==> src/rtl/tpu_pool_pkg.sv <==
// Shared constants and window encoding for the tpu_pool average-pooling stage.
// Optional build macro POOL_ROUND_EN selects round-half-up averaging instead of floor.
package tpu_pool_pkg;

    localparam int DWIDTH        = 16;
    localparam int DESIGN_SIZE   = 32;
    localparam int MAX_BITS_POOL = 3;
    localparam int MASK_WIDTH    = 32;
    localparam int SUM_W         = DWIDTH + 2;

    typedef enum logic [MAX_BITS_POOL-1:0] {
        POOL_W1 = 3'd1,
        POOL_W2 = 3'd2,
        POOL_W4 = 3'd4
    } pool_win_e;

    // Anything other than an enabled 2 or 4 collapses to a single-element window.
    function automatic pool_win_e decode_window(input logic                     en,
                                                input logic [MAX_BITS_POOL-1:0] size);
        pool_win_e win;
        win = POOL_W1;
        if (en && (size == 3'd2)) win = POOL_W2;
        if (en && (size == 3'd4)) win = POOL_W4;
        return win;
    endfunction

endpackage

==> src/rtl/tpu_pool_avg_lane.sv <==
// One output lane of the pooling stage: averages up to four signed elements (combinational).
// With POOL_ROUND_EN defined a half-LSB bias is added before the shift (round-half-up).
module pool_avg_lane
    import tpu_pool_pkg::*;
(
    input  logic signed [DWIDTH-1:0] e0,
    input  logic signed [DWIDTH-1:0] e1,
    input  logic signed [DWIDTH-1:0] e2,
    input  logic signed [DWIDTH-1:0] e3,
    input  pool_win_e                win,
    output logic signed [DWIDTH-1:0] avg
);

    function automatic logic signed [SUM_W-1:0] round_bias(input pool_win_e w);
        logic signed [SUM_W-1:0] b;
        b = '0;
`ifdef POOL_ROUND_EN
        if (w == POOL_W2) b = SUM_W'(1);
        if (w == POOL_W4) b = SUM_W'(2);
`else
        if (w == POOL_W4) b = '0;
`endif
        return b;
    endfunction

    logic signed [SUM_W-1:0] x0, x1, x2, x3;
    logic signed [SUM_W-1:0] sum2, sum4, avg_wide;

    always_comb begin
        x0   = SUM_W'(e0);
        x1   = SUM_W'(e1);
        x2   = SUM_W'(e2);
        x3   = SUM_W'(e3);
        sum2 = x0 + x1 + round_bias(win);
        sum4 = x0 + x1 + x2 + x3 + round_bias(win);
        // Floor-divide by the window; the two guard bits make overflow impossible.
        case (win)
            POOL_W2: avg_wide = sum2 >>> 1;
            POOL_W4: avg_wide = sum4 >>> 2;
            default: avg_wide = x0;
        endcase
        avg = avg_wide[DWIDTH-1:0];
    end

endmodule

==> src/rtl/tpu_pool.sv <==
// Average-pooling output stage: one registered vector per beat, results packed into low lanes.
// Build option: define POOL_ROUND_EN for round-half-up averaging (default is floor).
module tpu_pool
    import tpu_pool_pkg::*;
(
    input  logic                          clk,
    input  logic                          reset,
    input  logic                          enable_pool,
    input  logic                          in_data_available,
    input  logic [MAX_BITS_POOL-1:0]      pool_window_size,
    input  logic [DESIGN_SIZE*DWIDTH-1:0] inp_data,
    input  logic [MASK_WIDTH-1:0]         validity_mask,
    output logic [DESIGN_SIZE*DWIDTH-1:0] out_data,
    output logic                          out_data_available,
    output logic                          done_pool
);

    localparam logic [5:0] CNT_FULL = 6'(DESIGN_SIZE);

    pool_win_e                win;
    logic signed [DWIDTH-1:0] in_elem [DESIGN_SIZE];
    logic signed [DWIDTH-1:0] pooled  [DESIGN_SIZE];

    logic [DESIGN_SIZE*DWIDTH-1:0] out_data_d, out_data_q;
    logic                          avail_d, avail_q;
    logic                          done_d, done_q;
    logic [5:0]                    cnt_d, cnt_q;

    assign win = decode_window(enable_pool, pool_window_size);

    for (genvar k = 0; k < DESIGN_SIZE; k++) begin : g_lane
        logic signed [DWIDTH-1:0] e0, e1, e2, e3;

        assign in_elem[k] = inp_data[k*DWIDTH +: DWIDTH];

        // Lanes beyond the packed range see zeros, which average to zero.
        if (k < DESIGN_SIZE/4) begin : g_w4
            always_comb begin
                e0 = in_elem[k];
                e1 = '0;
                e2 = '0;
                e3 = '0;
                case (win)
                    POOL_W2: begin
                        e0 = in_elem[2*k];
                        e1 = in_elem[2*k+1];
                    end
                    POOL_W4: begin
                        e0 = in_elem[4*k];
                        e1 = in_elem[4*k+1];
                        e2 = in_elem[4*k+2];
                        e3 = in_elem[4*k+3];
                    end
                    default: ;
                endcase
            end
        end else if (k < DESIGN_SIZE/2) begin : g_w2
            always_comb begin
                e0 = in_elem[k];
                e1 = '0;
                e2 = '0;
                e3 = '0;
                case (win)
                    POOL_W2: begin
                        e0 = in_elem[2*k];
                        e1 = in_elem[2*k+1];
                    end
                    POOL_W4: e0 = '0;
                    default: ;
                endcase
            end
        end else begin : g_w1
            always_comb begin
                e0 = (win == POOL_W1) ? in_elem[k] : '0;
                e1 = '0;
                e2 = '0;
                e3 = '0;
            end
        end

        pool_avg_lane u_lane (
            .e0  (e0),
            .e1  (e1),
            .e2  (e2),
            .e3  (e3),
            .win (win),
            .avg (pooled[k])
        );
    end

    always_comb begin
        out_data_d = out_data_q;
        avail_d    = in_data_available;
        cnt_d      = '0;
        if (in_data_available) begin
            for (int i = 0; i < DESIGN_SIZE; i++) begin
                out_data_d[i*DWIDTH +: DWIDTH] = validity_mask[i] ? pooled[i] : '0;
            end
            cnt_d = (cnt_q == CNT_FULL) ? cnt_q : cnt_q + 6'd1;
        end
        // Registered from the next count so it rises with the final output beat.
        done_d = (cnt_d == CNT_FULL);
    end

    always_ff @(posedge clk) begin
        if (reset) begin
            out_data_q <= '0;
            avail_q    <= 1'b0;
            done_q     <= 1'b0;
            cnt_q      <= '0;
        end else begin
            out_data_q <= out_data_d;
            avail_q    <= avail_d;
            done_q     <= done_d;
            cnt_q      <= cnt_d;
        end
    end

    assign out_data           = out_data_q;
    assign out_data_available = avail_q;
    assign done_pool          = done_q;

endmodule

==> config.mk <==
export PLATFORM = sky130hd
export DESIGN_NAME = tpu_pool
export DESIGN_NICKNAME = d
export VERILOG_FILES = /design/src/rtl/tpu_pool_pkg.sv /design/src/rtl/tpu_pool_avg_lane.sv /design/src/rtl/tpu_pool.sv
export SDC_FILE = /design/constraint.sdc
export NUM_CORES = 2
export LEC_CHECK = 0
export CAP_MARGIN = 10
export CORE_AREA = 2 2 421 423
export CTS_BUF_LIST = sky130_fd_sc_hd__clkbuf_8
export CTS_CLUSTER_SIZE = 14
export DETAILED_ROUTE_END_ITERATION = 12
export DIE_AREA = 0 0 423 425
export PLACE_DENSITY = 0.55
export RECOVER_POWER = 100
export SLEW_MARGIN = 40
export SYNTH_ARGS = -nofsm -noshare
export SYNTH_HDL_FRONTEND = slang
export SYNTH_SLANG_ARGS = --single-unit
export TNS_END_PERCENT = 10
==> constraint.sdc <==
create_clock -name clk -period 7.4 [get_ports clk]
set_input_delay 2.22 -clock clk [delete_from_list [all_inputs] [get_ports clk]]
set_output_delay 2.22 -clock clk [all_outputs]
set_load 0.005 [all_outputs]
== Word-level counts from Yosys, hierarchy flattened ==
Index checks and enable logic that the tools add are counted.
Cells by class
  $add $sub $neg: 33
  multiply operators: 0
  divide/modulo/power cells: 0
  order comparisons: 0
  equal/unequal tests: 7
  shifts and indexed selects: 0
  multiplexer cells: 131
  bitwise logic cells: 0
  reductions and logical operators: 3
Operator list (number)
  $pmux W16 S2: 38
  $mux W16: 73
  $pmux W15 S2: 16
  $add A16 B16 Y17: 16
  $add A17 B16 Y18: 8
  $add A18 B16 Y18: 8
  $eq A6 B6 Y1 const B: 2
  $mux W6: 2
  $add A6 B1 Y6 const B: 1
  $eq A3 B2 Y1 const B: 2
  $eq A3 B3 Y1 const B: 2
  $eq A3 B1 Y1 const B: 1
  $mux W3: 1
  $logic_and A1 B1 Y1: 2
  $mux W2: 1
  $reduce_or A2 Y1: 1
Storage, ports and cells
  register bits after elaboration: 520
  latch bits: 0
  bits in writable memories: 0
  ROM bits: 0
  input bits: 551
  output and inout bits: 514
  word-level logic and storage cells: 178
  memories kept: 0

== Logic depth before layout (Yosys ltp) ==
  depth after elaboration: 12
  mapped depth: 28
  gate-level depth less buffers: 25

== Hierarchy ==
From an unflattened synthesis, not the netlist that was laid out.
Second synthesis, totals
  cells, all modules: 13280
  area, all modules: 102116.7 um^2
By module, submodules not included
  pool_avg_lane at g_lane[27].u_lane ...: instances 12, cells an instance 331, area an instance 2482.4 um^2, sequential area each 0.0 um^2
  tpu_pool: instances 1, cells an instance 3702, area an instance 28444.8 um^2, sequential area each 10410.0 um^2
  pool_avg_lane at g_lane[12].u_lane ...: instances 10, cells an instance 260, area an instance 2089.5 um^2, sequential area each 0.0 um^2
  pool_avg_lane at g_lane[0].u_lane ...: instances 7, cells an instance 300, area an instance 2304.7 um^2, sequential area each 0.0 um^2
  pool_avg_lane at g_lane[25].u_lane ...: instances 2, cells an instance 310, area an instance 2339.7 um^2, sequential area each 0.0 um^2
  pool_avg_lane at g_lane[26].u_lane: instances 1, cells an instance 286, area an instance 2175.8 um^2, sequential area each 0.0 um^2

== Least setup slack after synthesis ==
OpenSTA, ideal clock, no wires.
  kind: input -> register
  start point: in pool_window_size[0]
  end point: reg out_data_q[62] (netlist: out_data[62])
  setup time: 120 ps
  arrival time: 7733 ps
  required time: 7280 ps
  setup slack: -453 ps
  cell stages on the path: 26
  buffers on the path: 5
  cell sequence: nor4bb_1 buf_2 clkbuf_1 clkbuf_1 clkbuf_1 buf_1 a22o_1 ha_1 a211oi_1 nor2_1 o31ai_1 nand2b_1 a21oi_1 xor2_1 fa_1 inv_1 ha_1 o211ai_1 nor3_1 a211oi_1 o31ai_1 a211oi_1 o21ai_0 a21oi_1 a31o_2 a211o_1
On the way
  longest elaborated chain between the ends: 11
  elaborated cells between the ends (all ways): 17
  those cells by class: add/sub: 3; eq/ne: 4; mux: 8; reduce/logical: 2
Ends and longest elaborated chain
  start, declared: RTL line tpu_pool.sv:10  | input logic [MAX_BITS_POOL-1:0] pool_window_size,
  $eq A3 B2 Y1: RTL line tpu_pool_pkg.sv:22  | if (en && (size == 3'd2)) win = POOL_W2;
  $logic_and A1 B1 Y1: RTL line tpu_pool_pkg.sv:22
  $mux W2: RTL line tpu_pool_pkg.sv:22
  $mux W3 (*): RTL line tpu_pool_pkg.sv:23  | if (en && (size == 3'd4)) win = POOL_W4;
  $eq A3 B3 Y1 / $eq A3 B2 Y1 (equally long branches)
  $pmux W16 S2: RTL line tpu_pool.sv:43  | case (win)
  $add A16 B16 Y17: RTL line tpu_pool_avg_lane.sv:34, tpu_pool_avg_lane.sv:35
  $add A17 B16 Y18: RTL line tpu_pool_avg_lane.sv:35  | sum4 = x0 + x1 + x2 + x3 + round_bias(win);
  $add A18 B16 Y18: RTL line tpu_pool_avg_lane.sv:35
  $pmux W16 S2 (*): RTL line tpu_pool_avg_lane.sv:37  | case (win)
  $mux W16 (*): RTL line tpu_pool.sv:97  | out_data_d[i*DWIDTH +: DWIDTH] = validity_mask[i] ? pooled[i] : '0;
  end signal, assigned: RTL line tpu_pool.sv:112  | out_data_q <= out_data_d;
  end, declared: RTL line tpu_pool.sv:24  | logic [DESIGN_SIZE*DWIDTH-1:0] out_data_d, out_data_q;
Every way passes the cells marked *; elsewhere a longest branch is shown, timed or not.
A chain may end at the register's enable or synchronous reset.

== Worst setup path in the final report ==
  start point: in enable_pool
  end point: reg out_data_q[75] (netlist: out_data[75])
On the way
  longest elaborated chain between the ends: 10
  elaborated cells between the ends (all ways): 15
  those cells by class: add/sub: 3; eq/ne: 2; mux: 8; reduce/logical: 2
Ends and longest elaborated chain
  start, declared: RTL line tpu_pool.sv:8  | input logic enable_pool,
  $logic_and A1 B1 Y1: RTL line tpu_pool_pkg.sv:22
  $mux W2: RTL line tpu_pool_pkg.sv:22
  $mux W3 (*): RTL line tpu_pool_pkg.sv:23
  $eq A3 B3 Y1 / $eq A3 B2 Y1 (equally long branches)
  $pmux W16 S2: RTL line tpu_pool.sv:43
  $add A16 B16 Y17: RTL line tpu_pool_avg_lane.sv:34, tpu_pool_avg_lane.sv:35
  $add A17 B16 Y18: RTL line tpu_pool_avg_lane.sv:35
  $add A18 B16 Y18: RTL line tpu_pool_avg_lane.sv:35
  $pmux W16 S2 (*): RTL line tpu_pool_avg_lane.sv:37
  $mux W16 (*): RTL line tpu_pool.sv:97
Marked as above.

==> metrics.cfg <==
[worst_setup_path]
max_stage_delay_ns = 0.48
critPathBufInv = 7
start_kind = input pin
worstSetupPathType = input pin to register
cp.arrival_ns = 8.01
cpMostUsedCell = buf_4
cp.required_ns = 8.18
cp_top_family = buffers and inverters
end_kind = register
worstPathMaxFanout = 41
cp_slowest_cell = fa_1

[grt]
overflow = 0
grt_pass1_wl_um = 382000
first_global_vias = 53837
grtUsageMet1 = 0.332
grt.met3_usage = 0.0489
antenna_found_initial = 25
met2_usage = 0.506
track_usage = 0.289
grt_most_used_layer = met2
grt_start_max_net_pins = 155

[layout]
num-fill-cells = 18237
area_growth_pct = 48.3
layout.core_utilization = 0.392
nNetsFinal = 8844
finalNonFillerCells = 10208
drive_gt1_frac = 0.155

[synthesis]
synthTopCellsByArea = dfxtp_1, ha_1, nand2_1, a22oi_1, fa_1
yosys_warnings = 0
synth_cell_types = 80
synth-edff-count = 0
syn_nets = 7068
ys.flop_type = dfxtp_1
ys_top_cells_by_count = nand2_1, dfxtp_1, nor2_1
yosys.area.top_type = dfxtp_1
syn_inst = 5987
synth_area_mm2 = 0.0464
yosysTopAreaCellShare = 0.224
synth_most_common_cell = nand2_1
syn_avg_cell_area_um2 = 7.75
async_reset_ff_frac = 0
ys_seq_elements = 520
ys_seq_area_frac = 0.224

[clock_tree]
cts_sinks = 520
path_clk_slew_ns = 0.06
cts_tree = done
clockBufferDepth = 3
cts.htree.levels = 3
numCtsBuffers = 104
holdBufCountCts = 0
worstSkewPairLatency_ns = 0.93
root_buffer = clkbuf_8

[sta]
max_freq_mhz = 138
worst_slack_ns = 0.175
tightest_slew_ns = 2.35
slew_viol_final = 440
skew_ns = 0.0335
fin_crit_ns = 7.23
finalSetupViolations = 0
hold_viol = 0
period_share = 0.976
slew_headroom = -0.570

[floorplan]
fp.dieArea_mm2 = 0.180
initial_core_util = 0.264
die_h_um = 425
io_pins = 1065
rows = 154
core_region_area_mm2 = 0.175
dieWidth_um = 423

[place]
dp_hpwl_um = 223000
port_buffers = 1064
place_ws_ns = -1.22
dp_cells = 9993
gp_congestion = 0.962

[drt]
drc = 0
antenna_left = 0
routed_wl_um = 272000
dr.pass1.iters = 9
drt_iter0_markers = 4665
vias = 54839
drt-vias-per-instance = 5.37
wl_per_cell_um = 26.6

[power]
sequentialPowerShare = 0.293
clockPowerShare = 0.339
p_per_area_mw_per_mm2 = 148
p_leak_nw = 32.0
internal_power_mw = 6.54
ir_drop_mv = 0.133
power_frac_comb = 0.368
p_total_mw = 10.2
swShare = 0.357
p_switching_mw = 3.64

[outcome]
violations = max-capacitance violations, max-slew violations
status = complete, but fails checks

[hold_path]
hold_class = register to register

[run]
drv_cap = 9

power by group through the flow:
stage / clock network, mW / registers [mW] / logic [mW]
final: 3.45 / 2.98 / 3.74
after global routing: 3.64 / 2.99 / 4.02
after CTS: 3.54 / 2.98 / 3.76
after detailed placement: 0 / 3.04 / 3.73
after global placement: 0 / 3.04 / 3.72
after floorplan: 0 / 3.04 / 1.68
worst reg2reg max path: stages, from the launching register on:
cell and delay, ns:
dfxtp_1 0.32, inv_1 0.13, ha_1 0.17, nand2_1 0.06, nor4_2 0.50, a31oi_1 0.18, nor4_1 0.55
registers in the layout (all words and copies together) (netlist names):
register and flops:
cnt_q 6, out_data_available 1, done_pool 1, out_data 512
per-stage QoR:
stage | TNS (ns) | cell area [um^2] | hold slack [ns]
CTS | 0 | 68600 | 0.445
global route | -0.270 | 68700 | 0.473
global placement | -69.81 | 66200 | 0.435
finish | 0 | 68800 | 0.437
detailed placement | -72.97 | 66200 | 0.437
floorplan | -0.0104 | 46400 | 0.435
layer usage:
metal / up-vias / share of wire
met3: 576 / 0.064
li1: 25317 / -
met1: 26572 / 0.38
met5: - / 0.00019
met4: 8 / 0.068
met2: 2366 / 0.48
area by class of cell:
class	count	area, um^2	share of cell area
multi-input combinational	4806	33800	0.491
timing repair buffer	2044	18200	0.264
sequential	520	10400	0.151
tap	2340	2930	0.0426
clock buffer	132	1820	0.0264
inverter	287	1080	0.0157
clock inverter	58	522	0.00759
antenna	21	52.6	0.000764
cells by family (layout without fill, tap and decap cells):
group,count (synthesis),after routing,synth area share
and+or+nand+nor,1972,1972,0.189
AOI/OAI and AO/OA,1964,1964,0.300
buffers and inverters,661,2521,0.0536
adders and majority gates,530,530,0.168
DFF,520,520,0.224
xor gates and xnor gates,325,325,0.0614
muxes,15,15,0.00329
other,0,21,0
placed cells by master (no fill, tap or decap), types with 19 or more instances in the layout:
master,synthesis,layout
a21oi_1,390,387
clkdlybuf4s50_1,0,545
o211ai_1,33,33
o221ai_1,55,55
clkbuf_8,0,132
buf_4,1,920
fa_1,152,152
clkbuf_1,333,25
a22o_1,266,266
and2_1,209,206
buf_12,0,21
o21ai_0,248,242
dfxtp_1,520,520
nor3_1,64,63
a222oi_1,56,56
nor2_1,519,517
or3_1,21,21
a211oi_1,38,32
a21o_1,123,123
and3_1,53,51
o21bai_1,36,36
diode_2,0,21
clkinv_2,0,19
nand2b_1,36,36
nor2b_1,52,52
dlygate4sd3_1,0,514
a221oi_1,69,69
or2_2,20,20
nand2_1,842,840
a31oi_1,42,42
xor2_1,170,166
a22oi_1,411,409
o21a_1,37,37
inv_1,286,306
nand3_1,99,99
ha_1,378,378
xnor2_1,155,153
timing repair:
action | 4_1_cts | 5_1_grt
resized for setup | 0 | 42
setup buffers | 2 | 2
endpoints found under the setup margin | 22 | 43
hold endpoints to repair | 0 | 0
pin swaps | 2 | 8
worst paths after layout:
path / start / endpoint / slack [ns] / depth (start not counted)
hold / removal: out_data[60] / out_data[60] / 0.44 / 2
hold reg to reg: out_data[60] / out_data[60] / 0.44 / 2
setup reg to reg: cnt_q[0] / done_pool / 5.31 / 6
setup / recovery: enable_pool / out_data[75] / 0.17 / 26
No activity file was read; power rests on OpenSTA's default activity.
